**config.mk**
```make
export PLATFORM = sky130hd
export DESIGN_NAME = beat_scheduler
export DESIGN_NICKNAME = d
export VERILOG_FILES = /design/src/rtl/metronome_pkg.sv /design/src/rtl/bell_gate.sv /design/src/rtl/beat_scheduler.sv
export SDC_FILE = /design/constraint.sdc
export NUM_CORES = 1
export LEC_CHECK = 0
export CORE_UTILIZATION = 55
export CTS_CLUSTER_DIAMETER = 80
export DETAILED_ROUTE_END_ITERATION = 7
export PLACE_DENSITY = 0.76
export SLEW_MARGIN = 10
export SYNTH_ARGS = -nofsm -noshare
export SYNTH_HDL_FRONTEND = slang
export SYNTH_SLANG_ARGS = --single-unit
```
**constraint.sdc**
```tcl
create_clock -name clk -period 5.5 [get_ports clk]
set_input_delay 0.825 -clock clk [delete_from_list [all_inputs] [get_ports clk]]
set_output_delay 0.825 -clock clk [all_outputs]
set_load 0.05 [all_outputs]
```
**src/rtl/metronome_pkg.sv**
```systemverilog
// Shared metronome definitions: sequencer state encoding, tempo range
// defaults common with the band/button path, and the accumulator sizing helper.
package metronome_pkg;

    typedef enum logic {
        IDLE = 1'b0,
        RUN  = 1'b1
    } state_e;

    localparam int BPM_MIN_DEFAULT = 30;
    localparam int BPM_MAX_DEFAULT = 240;

    // Bits needed for the phase accumulator: ceil(log2(CLK_HZ*60 + BPM_MAX)).
    function automatic int acc_width(input longint clk_hz, input longint bpm_max);
        longint limit;
        int     w;
        limit = clk_hz * 60 + bpm_max;
        w     = 1;
        while ((longint'(1) << w) < limit) begin
            w++;
        end
        return w;
    endfunction

endpackage

```
**src/rtl/bell_gate.sv**
```systemverilog
// Retriggerable gate: a down-counter that is loaded on a strobe, cleared by
// cut, and holds the output high while non-zero. Reusable for a tone generator.
module bell_gate #(
    parameter int CW = 8
) (
    input  logic          clk,
    input  logic          rst_n,
    input  logic          load,
    input  logic [CW-1:0] load_val,
    input  logic          cut,
    output logic          bell
);

    logic [CW-1:0] cnt_q;
    logic [CW-1:0] cnt_d;

    // Next count: cut wins, a load restarts the count, otherwise count down to zero.
    always_comb begin
        // NOTE: assign a default first so every path drives cnt_d and no latch is inferred.
        cnt_d = cnt_q;
        if (cut) begin
            cnt_d = '0;
        end else if (load) begin
            cnt_d = load_val;
        end else if (cnt_q != '0) begin
            cnt_d = cnt_q - CW'(1);
        end
    end

    // Count register with asynchronous clear.
    always_ff @(posedge clk or negedge rst_n) begin
        // NOTE: non-blocking assignments in clocked blocks so all flops update together.
        if (!rst_n) begin
            cnt_q <= '0;
        end else begin
            cnt_q <= cnt_d;
        end
    end

    assign bell = (cnt_q != '0);

endmodule

```
**src/rtl/beat_scheduler.sv**
```systemverilog
// Tempo sequencer: clamps the BPM setting, turns it into beat strobes with a
// divider-free phase accumulator, tracks the position in the bar, flags the
// downbeat accent and drives the bell gate.
// Optional half-beat subdivision (subdiv input, sub_pulse output) is built
// when BEAT_SUBDIV_EN is defined.
module beat_scheduler
    import metronome_pkg::*;
#(
    parameter int CLK_HZ    = 100000000,
    parameter int BPM_MIN   = BPM_MIN_DEFAULT,
    parameter int BPM_MAX   = BPM_MAX_DEFAULT,
    parameter int BELL_CYC  = 5000000,
    parameter int MAX_BEATS = 8
) (
    input  logic       clk,
    input  logic       rst_n,
`ifdef BEAT_SUBDIV_EN
    input  logic       subdiv,
    output logic       sub_pulse,
`endif
    input  logic       play,
    input  logic [7:0] bpm,
    input  logic [2:0] bar_len,
    output logic       beat_pulse,
    output logic       accent,
    output logic [2:0] beat_idx,
    output logic       bell,
    output logic       running
);

    localparam longint THR = longint'(CLK_HZ) * 60;
    localparam int     AW  = acc_width(longint'(CLK_HZ), longint'(BPM_MAX));
    localparam int     BW  = $clog2(2 * BELL_CYC + 1);

    localparam logic [AW-1:0] THR_V     = AW'(THR);
    localparam logic [7:0]    BPM_MIN_V = 8'(BPM_MIN);
    localparam logic [7:0]    BPM_MAX_V = 8'(BPM_MAX);
    localparam logic [3:0]    MAX_LEN_V = 4'(MAX_BEATS);
    localparam logic [BW-1:0] BELL_NORM = BW'(BELL_CYC);
    localparam logic [BW-1:0] BELL_ACC  = BW'(2 * BELL_CYC);
`ifdef BEAT_SUBDIV_EN
    localparam logic [AW-1:0] HALF_V    = AW'(THR / 2);
    localparam logic [BW-1:0] BELL_SUB  = BW'(BELL_CYC / 2);
`endif

    state_e        state_q, state_d;
    logic [AW-1:0] acc_q, acc_d;
    logic [2:0]    beat_idx_q, beat_idx_d;
    logic          beat_pulse_q, beat_pulse_d;
    logic          accent_q, accent_d;
`ifdef BEAT_SUBDIV_EN
    logic          sub_pulse_q, sub_pulse_d;
`endif

    logic [7:0]    bpm_c;
    logic [3:0]    eff_len;
    logic [AW-1:0] acc_sum;
    logic          beat_hit;
    logic [3:0]    idx_inc;
    logic [2:0]    idx_adv;
    logic          bell_load;
    logic          bell_cut;
    logic [BW-1:0] bell_val;

    // Tempo clamp, effective bar length, accumulator step and next beat position.
    always_comb begin
        bpm_c = bpm;
        if (bpm < BPM_MIN_V) begin
            bpm_c = BPM_MIN_V;
        end else if (bpm > BPM_MAX_V) begin
            bpm_c = BPM_MAX_V;
        end

        eff_len = {1'b0, bar_len};
        if (bar_len == 3'd0) begin
            eff_len = 4'd1;
        end else if ({1'b0, bar_len} > MAX_LEN_V) begin
            eff_len = MAX_LEN_V;
        end

        acc_sum  = acc_q + AW'(bpm_c);
        beat_hit = (acc_sum >= THR_V);
        idx_inc  = {1'b0, beat_idx_q} + 4'd1;
        idx_adv  = (idx_inc >= eff_len) ? 3'd0 : idx_inc[2:0];
    end

    // Sequencer next state: start/stop transitions, beat events and bell control.
    always_comb begin
        state_d      = state_q;
        acc_d        = acc_q;
        beat_idx_d   = beat_idx_q;
        beat_pulse_d = 1'b0;
        accent_d     = 1'b0;
        bell_load    = 1'b0;
        bell_cut     = 1'b0;
        bell_val     = BELL_NORM;
`ifdef BEAT_SUBDIV_EN
        sub_pulse_d  = 1'b0;
`endif
        case (state_q)
            IDLE: begin
                if (play) begin
                    // Entering RUN fires the downbeat immediately from a zero phase.
                    state_d      = RUN;
                    acc_d        = '0;
                    beat_idx_d   = 3'd0;
                    beat_pulse_d = 1'b1;
                    accent_d     = (bar_len != 3'd0);
                    bell_load    = 1'b1;
                    bell_val     = (bar_len != 3'd0) ? BELL_ACC : BELL_NORM;
                end
            end
            RUN: begin
                if (!play) begin
                    state_d    = IDLE;
                    acc_d      = '0;
                    beat_idx_d = 3'd0;
                    bell_cut   = 1'b1;
                end else if (beat_hit) begin
                    // Carry the remainder so the long-term tempo does not drift.
                    acc_d        = acc_sum - THR_V;
                    beat_idx_d   = idx_adv;
                    beat_pulse_d = 1'b1;
                    accent_d     = (idx_adv == 3'd0) && (bar_len != 3'd0);
                    bell_load    = 1'b1;
                    bell_val     = accent_d ? BELL_ACC : BELL_NORM;
                end else begin
                    acc_d = acc_sum;
`ifdef BEAT_SUBDIV_EN
                    // Half-beat strobe on the first step across THR/2; it only
                    // rings the bell when the gate is idle.
                    if (subdiv && (acc_q < HALF_V) && (acc_sum >= HALF_V)) begin
                        sub_pulse_d = 1'b1;
                        if (!bell) begin
                            bell_load = 1'b1;
                            bell_val  = BELL_SUB;
                        end
                    end
`endif
                end
            end
            default: begin
                state_d = IDLE;
            end
        endcase
    end

    // Sequencer registers; all registered outputs clear on reset.
    always_ff @(posedge clk or negedge rst_n) begin
        if (!rst_n) begin
            state_q      <= IDLE;
            acc_q        <= '0;
            beat_idx_q   <= 3'd0;
            beat_pulse_q <= 1'b0;
            accent_q     <= 1'b0;
`ifdef BEAT_SUBDIV_EN
            sub_pulse_q  <= 1'b0;
`endif
        end else begin
            state_q      <= state_d;
            acc_q        <= acc_d;
            beat_idx_q   <= beat_idx_d;
            beat_pulse_q <= beat_pulse_d;
            accent_q     <= accent_d;
`ifdef BEAT_SUBDIV_EN
            sub_pulse_q  <= sub_pulse_d;
`endif
        end
    end

    bell_gate #(
        .CW(BW)
    ) u_bell_gate (
        .clk     (clk),
        .rst_n   (rst_n),
        .load    (bell_load),
        .load_val(bell_val),
        .cut     (bell_cut),
        .bell    (bell)
    );

    assign beat_pulse = beat_pulse_q;
    assign accent     = accent_q;
    assign beat_idx   = beat_idx_q;
    assign running    = (state_q == RUN);
`ifdef BEAT_SUBDIV_EN
    assign sub_pulse  = sub_pulse_q;
`endif

endmodule

```
==> flow_summary_export.csv, run 1 <==
group,metric,value,unit
outcome,status,"finished, final reports clean",
timing,tightest_slew,0.854,ns
drt,drt_iter0_markers,300,
min_path,hp-start,"acc_q[3]",
cts,clock_latency,0.35,ns
drt,drtPass1Iterations,4,
finish,syn2layout_area_growth,14.5,%
yosys,yosys_warnings,0,
setup_path,reg2reg_from,"acc_q[6]",
floorplanning,die_y,94.2,microns
setup_path,critPathCaptureType,"flip-flop",
timing,worst_slack,0.215,ns
yosys,synth_top_cell_area_share,0.337,
yosys,postSynthCellCount,551,
floorplanning,core,0.00822,sq mm
finish,diodes,0,
yosys,synthArstFlopShare,1.00,
cts,clk_pin_slew,0.09,ns
floorplanning,row_count,33,
timing,drv_slew,0,
yosys,synth_top_area_cell,"dfrtp_1",
grt,grt_pass1_vias,4075,
setup_path,crit_path_start_kind,"input port",
cts,cts_max_path_buffers,2,
floorplanning,dieArea,0.00888,sq mm
timing,period_share,0.961,
power,p_per_area,260,mW/mm^2
timing,max_freq,189,MHz
placed_design,post-place-ws,-0.107,ns
grt,overflow,0,
grt,grt_pass1_wl,19100,microns
yosys,syn_avg_cell_area,8.49,sq um
yosys,syn-num-nets,580,
finish,final_cell_mix,"65 x nand2_1, 63 x dfrtp_1, 50 x xnor2_1",
yosys,ys.flop_type,"dfrtp_1",
drt,wl_per_cell,16.5,microns
grt,grt_start_max_net_pins,64,
placed_design,port_buffers,20,
run,drv_cap,0,
finish,mostFrequentLayoutCell,"nand2_1",
timing,fin_crit,5.29,ns
power,p_leak,2.16,nW
floorplanning,initial_core_util,0.569,
timing,setup_viol,0,
drt,vias,4155,
grt,antenna_found_initial,0,
drt,drc,0,
setup_path,rrSetupSlack,1.21,ns
cts,clockRootBuffer,"clkbuf_8",
yosys,ys_seq_area_frac,0.337,
yosys,synthTopCellsByArea,"dfrtp_1 34%, xnor2_1 9.4%, nand2_1 5.3%, xor2_1 4.3%, o21ai_0 4.2%",
drt,ant_nets,0,
setup_path,critical_path_class,"in2reg",
cts,htreeDepth,3,
floorplanning,die_w,94.2,microns
setup_path,crit_path_max_fanout,4,
yosys,synthesis.area,0.00468,sq mm
min_path,hold_class,"reg2reg",
timing,worst_clock_skew,0.0101,ns
drt,drt-total-wl,11400,microns
cts,cts_tree,"done",
finish,drive_above_1_share,0.126,
yosys,yosys_register_bits,63,
timing,hold_violations,0,
placed_design,hpwlAfterDp,8340,microns
grt,track_usage,0.278,
setup_path,crit_start,"bpm[5]",
timing,relSlewSlack,0.429,
finish,nets,610,
cts,cts_buffers,9,
yosys,netlist-cell-type-count,71,
setup_path,cp.required,5.70,ns
power,ir_drop,0.134,mV
setup_path,cp.arrival,5.48,ns
cts,ctsHoldBuffers,0,
finish,design_area,0.00536,sq mm
yosys,synth_edf_count,0,
floorplanning,ios,21,
placed_design,placed_area,0.00507,sq mm
cts,cts.sinks,63,
drt,via_per_inst,6.01,
placed_design,gp_congestion,0.890,
timing,rsz0062_at_grt,"false",
==> routing by layer <==
layer,part of all wire,global-route usage
met1,0.46,0.369
met5,0,0
met4,0.021,0.0910
met2,0.48,0.461
met3,0.040,0.0429
==> state kept, by name, indices dropped and copies added (netlist names) <==
signal / cells
u_bell_gate.cnt_q: 24
running: 1
accent: 1
beat_pulse: 1
beat_idx: 3
acc_q: 33
==> kinds of logic after synthesis <==
logic type               count (synthesis)  synth area share
AO/OA/AOI/OAI                          130             0.190
XOR/XNOR                                74             0.140
adder cells (fa/ha/maj)                 15            0.0417
buffers and inverters                   43            0.0385
flip-flops                              63             0.337
multiplexers                             3           0.00642
AND/OR/NAND/NOR                        223             0.247
==> critical path: stages <==
cell and delay, ns:
clkdlybuf4s50_1 0.53, nand4_1 0.19, and3_1 0.24, ha_1 0.22, fa_2 0.38, a211oi_4 0.33
buf_4 0.17, o211a_4 0.16, o221ai_2 0.10, or4_4 0.53, nor4_2 0.27, nand4b_1 0.14
or3_4 0.37, a31o_4 0.25, nor2_1 0.25, mux2i_1 0.26, xor2_1 0.17, o21ai_0 0.09
==> cells in the mapped netlist (all sizes together) (5+ instances only) <==
cell type / number
a211oi: 7
a21o: 9
a21oi: 25
a22o: 9
and2: 6
buf: 10
clkbuf: 16
dfrtp: 63
ha: 14
inv: 17
nand2: 67
nand3: 18
nand4: 10
nor2: 49
nor3: 21
nor4: 13
o211ai: 7
o21ai: 41
o31ai: 5
or3: 9
or4: 5
xnor2: 50
xor2: 24
==> cell type report <==
| cell class | instances | area [sq um] |
|---|---|---|
| Clock buffer | 9 | 124 |
| Clock inverter | 7 | 128 |
| Fill cell | 670 | 2860 |
| Inverter | 17 | 63.8 |
| Multi-Input combinational cell | 445 | 2950 |
| Sequential cell | 63 | 1580 |
| Tap cell | 105 | 131 |
| Timing Repair Buffer | 45 | 383 |
==> path summary, 6_finish.rpt <==
| path | cells after the start | endpoint |
|---|---|---|
| setup / recovery | 18 | acc_q[18] |
| hold / removal | 2 | acc_q[3] |
| setup reg to reg | 17 | acc_q[18] |
| hold reg to reg | 2 | acc_q[3] |
| max in group asynchronous | 2 | acc_q[13] |
| min in group asynchronous | 2 | acc_q[0] |
==> power by group <==
group	switching (W)	internal [W]
Clock	0.000215	0.000308
Combinational	0.000177	0.000141
Sequential	0.0000446	0.000506
Total	0.000436	0.000956
==> through the flow <==
step                cells  hold WS, ns   util  total power, W  TNS [ns]
detailed placement    674        0.487  0.617        0.000864     -1.01
floorplan             551        0.456      -        0.000773         0
global placement      674        0.485  0.617        0.000854         0
finish                691        0.505  0.652         0.00139         0
CTS                   690        0.508  0.648         0.00139         0
global route          691        0.522  0.652         0.00146         0
==> what timing repair did <==
action                                  4_1_cts  5_1_grt
gates resized for setup                       0        9
setup buffers                                 0        1
endpoints found under the setup margin        0       43
(Power assumes the default switching activity.)
==> run 2, diff against run 1 <==
--- a/config.mk
+++ b/config.mk
@@ -5,10 +5,11 @@
 export SDC_FILE = /design/constraint.sdc
 export NUM_CORES = 1
 export LEC_CHECK = 0
-export CORE_UTILIZATION = 55
+export CORE_UTILIZATION = 50
 export CTS_CLUSTER_DIAMETER = 80
+export CTS_CLUSTER_SIZE = 30
 export DETAILED_ROUTE_END_ITERATION = 7
-export PLACE_DENSITY = 0.76
+export PLACE_DENSITY = 0.7
 export SLEW_MARGIN = 10
 export SYNTH_ARGS = -nofsm -noshare
 export SYNTH_HDL_FRONTEND = slang
==> run 2 against run 1 <==
Against the previous run:
- combinational power hardly changed
- core utilization is 5.0 points lower
- register-to-register slack hardly changed
- final area is 0.14% lower
- non-clock buffer count stayed put
- worst hold slack better by 0.011 ns
- worst setup slack better by 0.041 ns
- via count is 1.8% lower
- final cell count is 0.43% higher
- sequential cell count stayed put
- die area is 9.8% higher
- critical endpoint is now beat_idx[2]
==> flow_summary_export.csv, run 2 (synthesis gave the netlist of run 1 again) <==
group,metric,value,unit
outcome,status,"finished, final reports clean",
finish,fillers,795,
cts,ctsHoldBuffers,0,
placed_design,post-place-ws,-0.141,ns
timing,drv_slew,0,
timing,fin_crit,5.24,ns
timing,rsz0062_at_grt,"false",
power,ir_drop,0.127,mV
power,p_sw_frac,0.326,
grt,overflow,0,
power,seq_power_share,0.408,
grt,antenna_found_initial,0,
cts,cts.sinks,63,
timing,worst_clock_skew,0.0104,ns
setup_path,r2r_cells,17,
cts,htreeDepth,3,
finish,drive_above_1_share,0.128,
placed_design,gp_congestion,0.891,
finish,diodes,0,
power,p_per_area,252,mW/mm^2
floorplanning,ios,21,
floorplanning,die_y,98.7,microns
timing,setup_viol,0,
placed_design,placed_cells,677,
timing,max_freq,191,MHz
power,p_int,0.000909,W
drt,drt_iter0_markers,152,
cts,clk_pin_slew,0.08,ns
finish,final_util,0.602,
setup_path,cp.arrival,5.54,ns
timing,hold_violations,0,
placed_design,hpwlAfterDp,7990,microns
cts,cts_max_path_buffers,2,
drt,wl_per_cell,15.9,microns
finish,largest_reg_flops,33,
drt,drtPass1Iterations,4,
min_path,hold_class,"reg2reg",
timing,worst_slack,0.255,ns
cts,clock_latency,0.35,ns
finish,fin_cells,694,
timing,relSlewSlack,0.465,
floorplanning,die_w,98.7,microns
setup_path,critPathCaptureType,"flip-flop",
finish,syn2layout_area_growth,14.4,%
placed_design,port_buffers,20,
grt,grt_start_max_net_pins,64,
finish,final_cell_mix,"65 x nand2_1, 63 x dfrtp_1, 49 x xnor2_1",
drt,vias,4082,
finish,mostFrequentLayoutCell,"nand2_1",
timing,period_share,0.954,
grt,grt_pass1_wl,19200,microns
floorplanning,row_count,34,
setup_path,crit_path_start_kind,"input port",
floorplanning,core,0.00889,sq mm
setup_path,critical_path_class,"in2reg",
cts,clockRootBuffer,"clkbuf_8",
timing,tightest_slew,0.801,ns
cts,cts_buffers,9,
power,p_leak,2.16,nW
floorplanning,dieArea,0.00975,sq mm
run,drv_cap,0,
setup_path,crit_path_max_fanout,4,
grt,track_usage,0.246,
drt,ant_nets,0,
drt,via_per_inst,5.88,
finish,largest_register,"acc_q",
cts,cts_tree,"done",
drt,drc,0,
drt,drt-total-wl,11100,microns
setup_path,cp.required,5.79,ns
power,combPwrFrac,0.235,
grt,grt_pass1_vias,3957,
power,power.switching,0.000439,W
setup_path,rrSetupSlack,1.21,ns
min_path,hold-path-cell-count,1,
floorplanning,initial_core_util,0.526,
power,pwr-share-clk,0.356,
finish,nets,610,
## run 2: metal layers
metal,vias up,share of wire,routed length (microns),global-route usage
li1,2022,-,-,-
met1,1954,0.48,5300,0.336
met2,84,0.46,5100,0.395
met3,22,0.041,457,0.0454
met4,0,0.019,206,0.0804
met5,-,0,0,0
## run 2: final timing paths
check	startpoint	end
max	bpm[7]	beat_idx[2]
min	acc_q[2]	acc_q[2]
max reg2reg	acc_q[6]	beat_idx[2]
min reg2reg	acc_q[2]	acc_q[2]
max in group asynchronous	rst_n	u_bell_gate.cnt_q[23]
min in group asynchronous	rst_n	acc_q[0]
## run 2: worst max-delay path, stage by stage
cell	delay, ns
clkdlybuf4s50_1	0.46
nor3_2	0.24
nand2_1	0.09
and3_1	0.17
ha_1	0.22
fa_2	0.38
a211oi_4	0.32
buf_4	0.17
o211a_4	0.15
o221ai_2	0.09
or4_4	0.52
nor4_2	0.24
nand4b_1	0.16
or3_4	0.37
a31o_4	0.25
or2_1	0.23
a311o_1	0.32
o21ai_0	0.18
a21o_1	0.14
## run 2: timing repair
item,in CTS,in global routing
resized for setup,0,9
buffers inserted,0,1
endpoints found under the setup margin,0,40
## run 2: area by class of cell
cell class,count,area [sq um],share of cell area
clock buffer,9,124,0.0232
clock inverter,7,105,0.0196
tap,108,135,0.0253
sequential,63,1580,0.295
timing repair buffer,45,387,0.0723
multi-input combinational,445,2960,0.553
inverter,17,63.8,0.0119
## run 2: power groups by stage
| stage | combinational, W | sequential, W | clock, W |
|---|---|---|---|
| floorplan | 0.000221 | 0.000551 | 0 |
| global placement | 0.000300 | 0.000556 | 0 |
| detailed placement | 0.000306 | 0.000558 | 0 |
| CTS | 0.000311 | 0.000550 | 0.000485 |
| global route | 0.000354 | 0.000556 | 0.000507 |
| finish | 0.000318 | 0.000550 | 0.000480 |
## run 2: stage by stage
step / setup TNS [ns] / hold slack, ns / power, W / cell area (sq um)
final: 0 / 0.515 / 0.00135 / 5350
after global routing: 0 / 0.547 / 0.00142 / 5350
after CTS: 0 / 0.522 / 0.00135 / 5300
after detailed placement: -2.20 / 0.505 / 0.000865 / 5070
after global placement: 0 / 0.491 / 0.000856 / 5070
after floorplan: 0 / 0.456 / 0.000773 / 4680
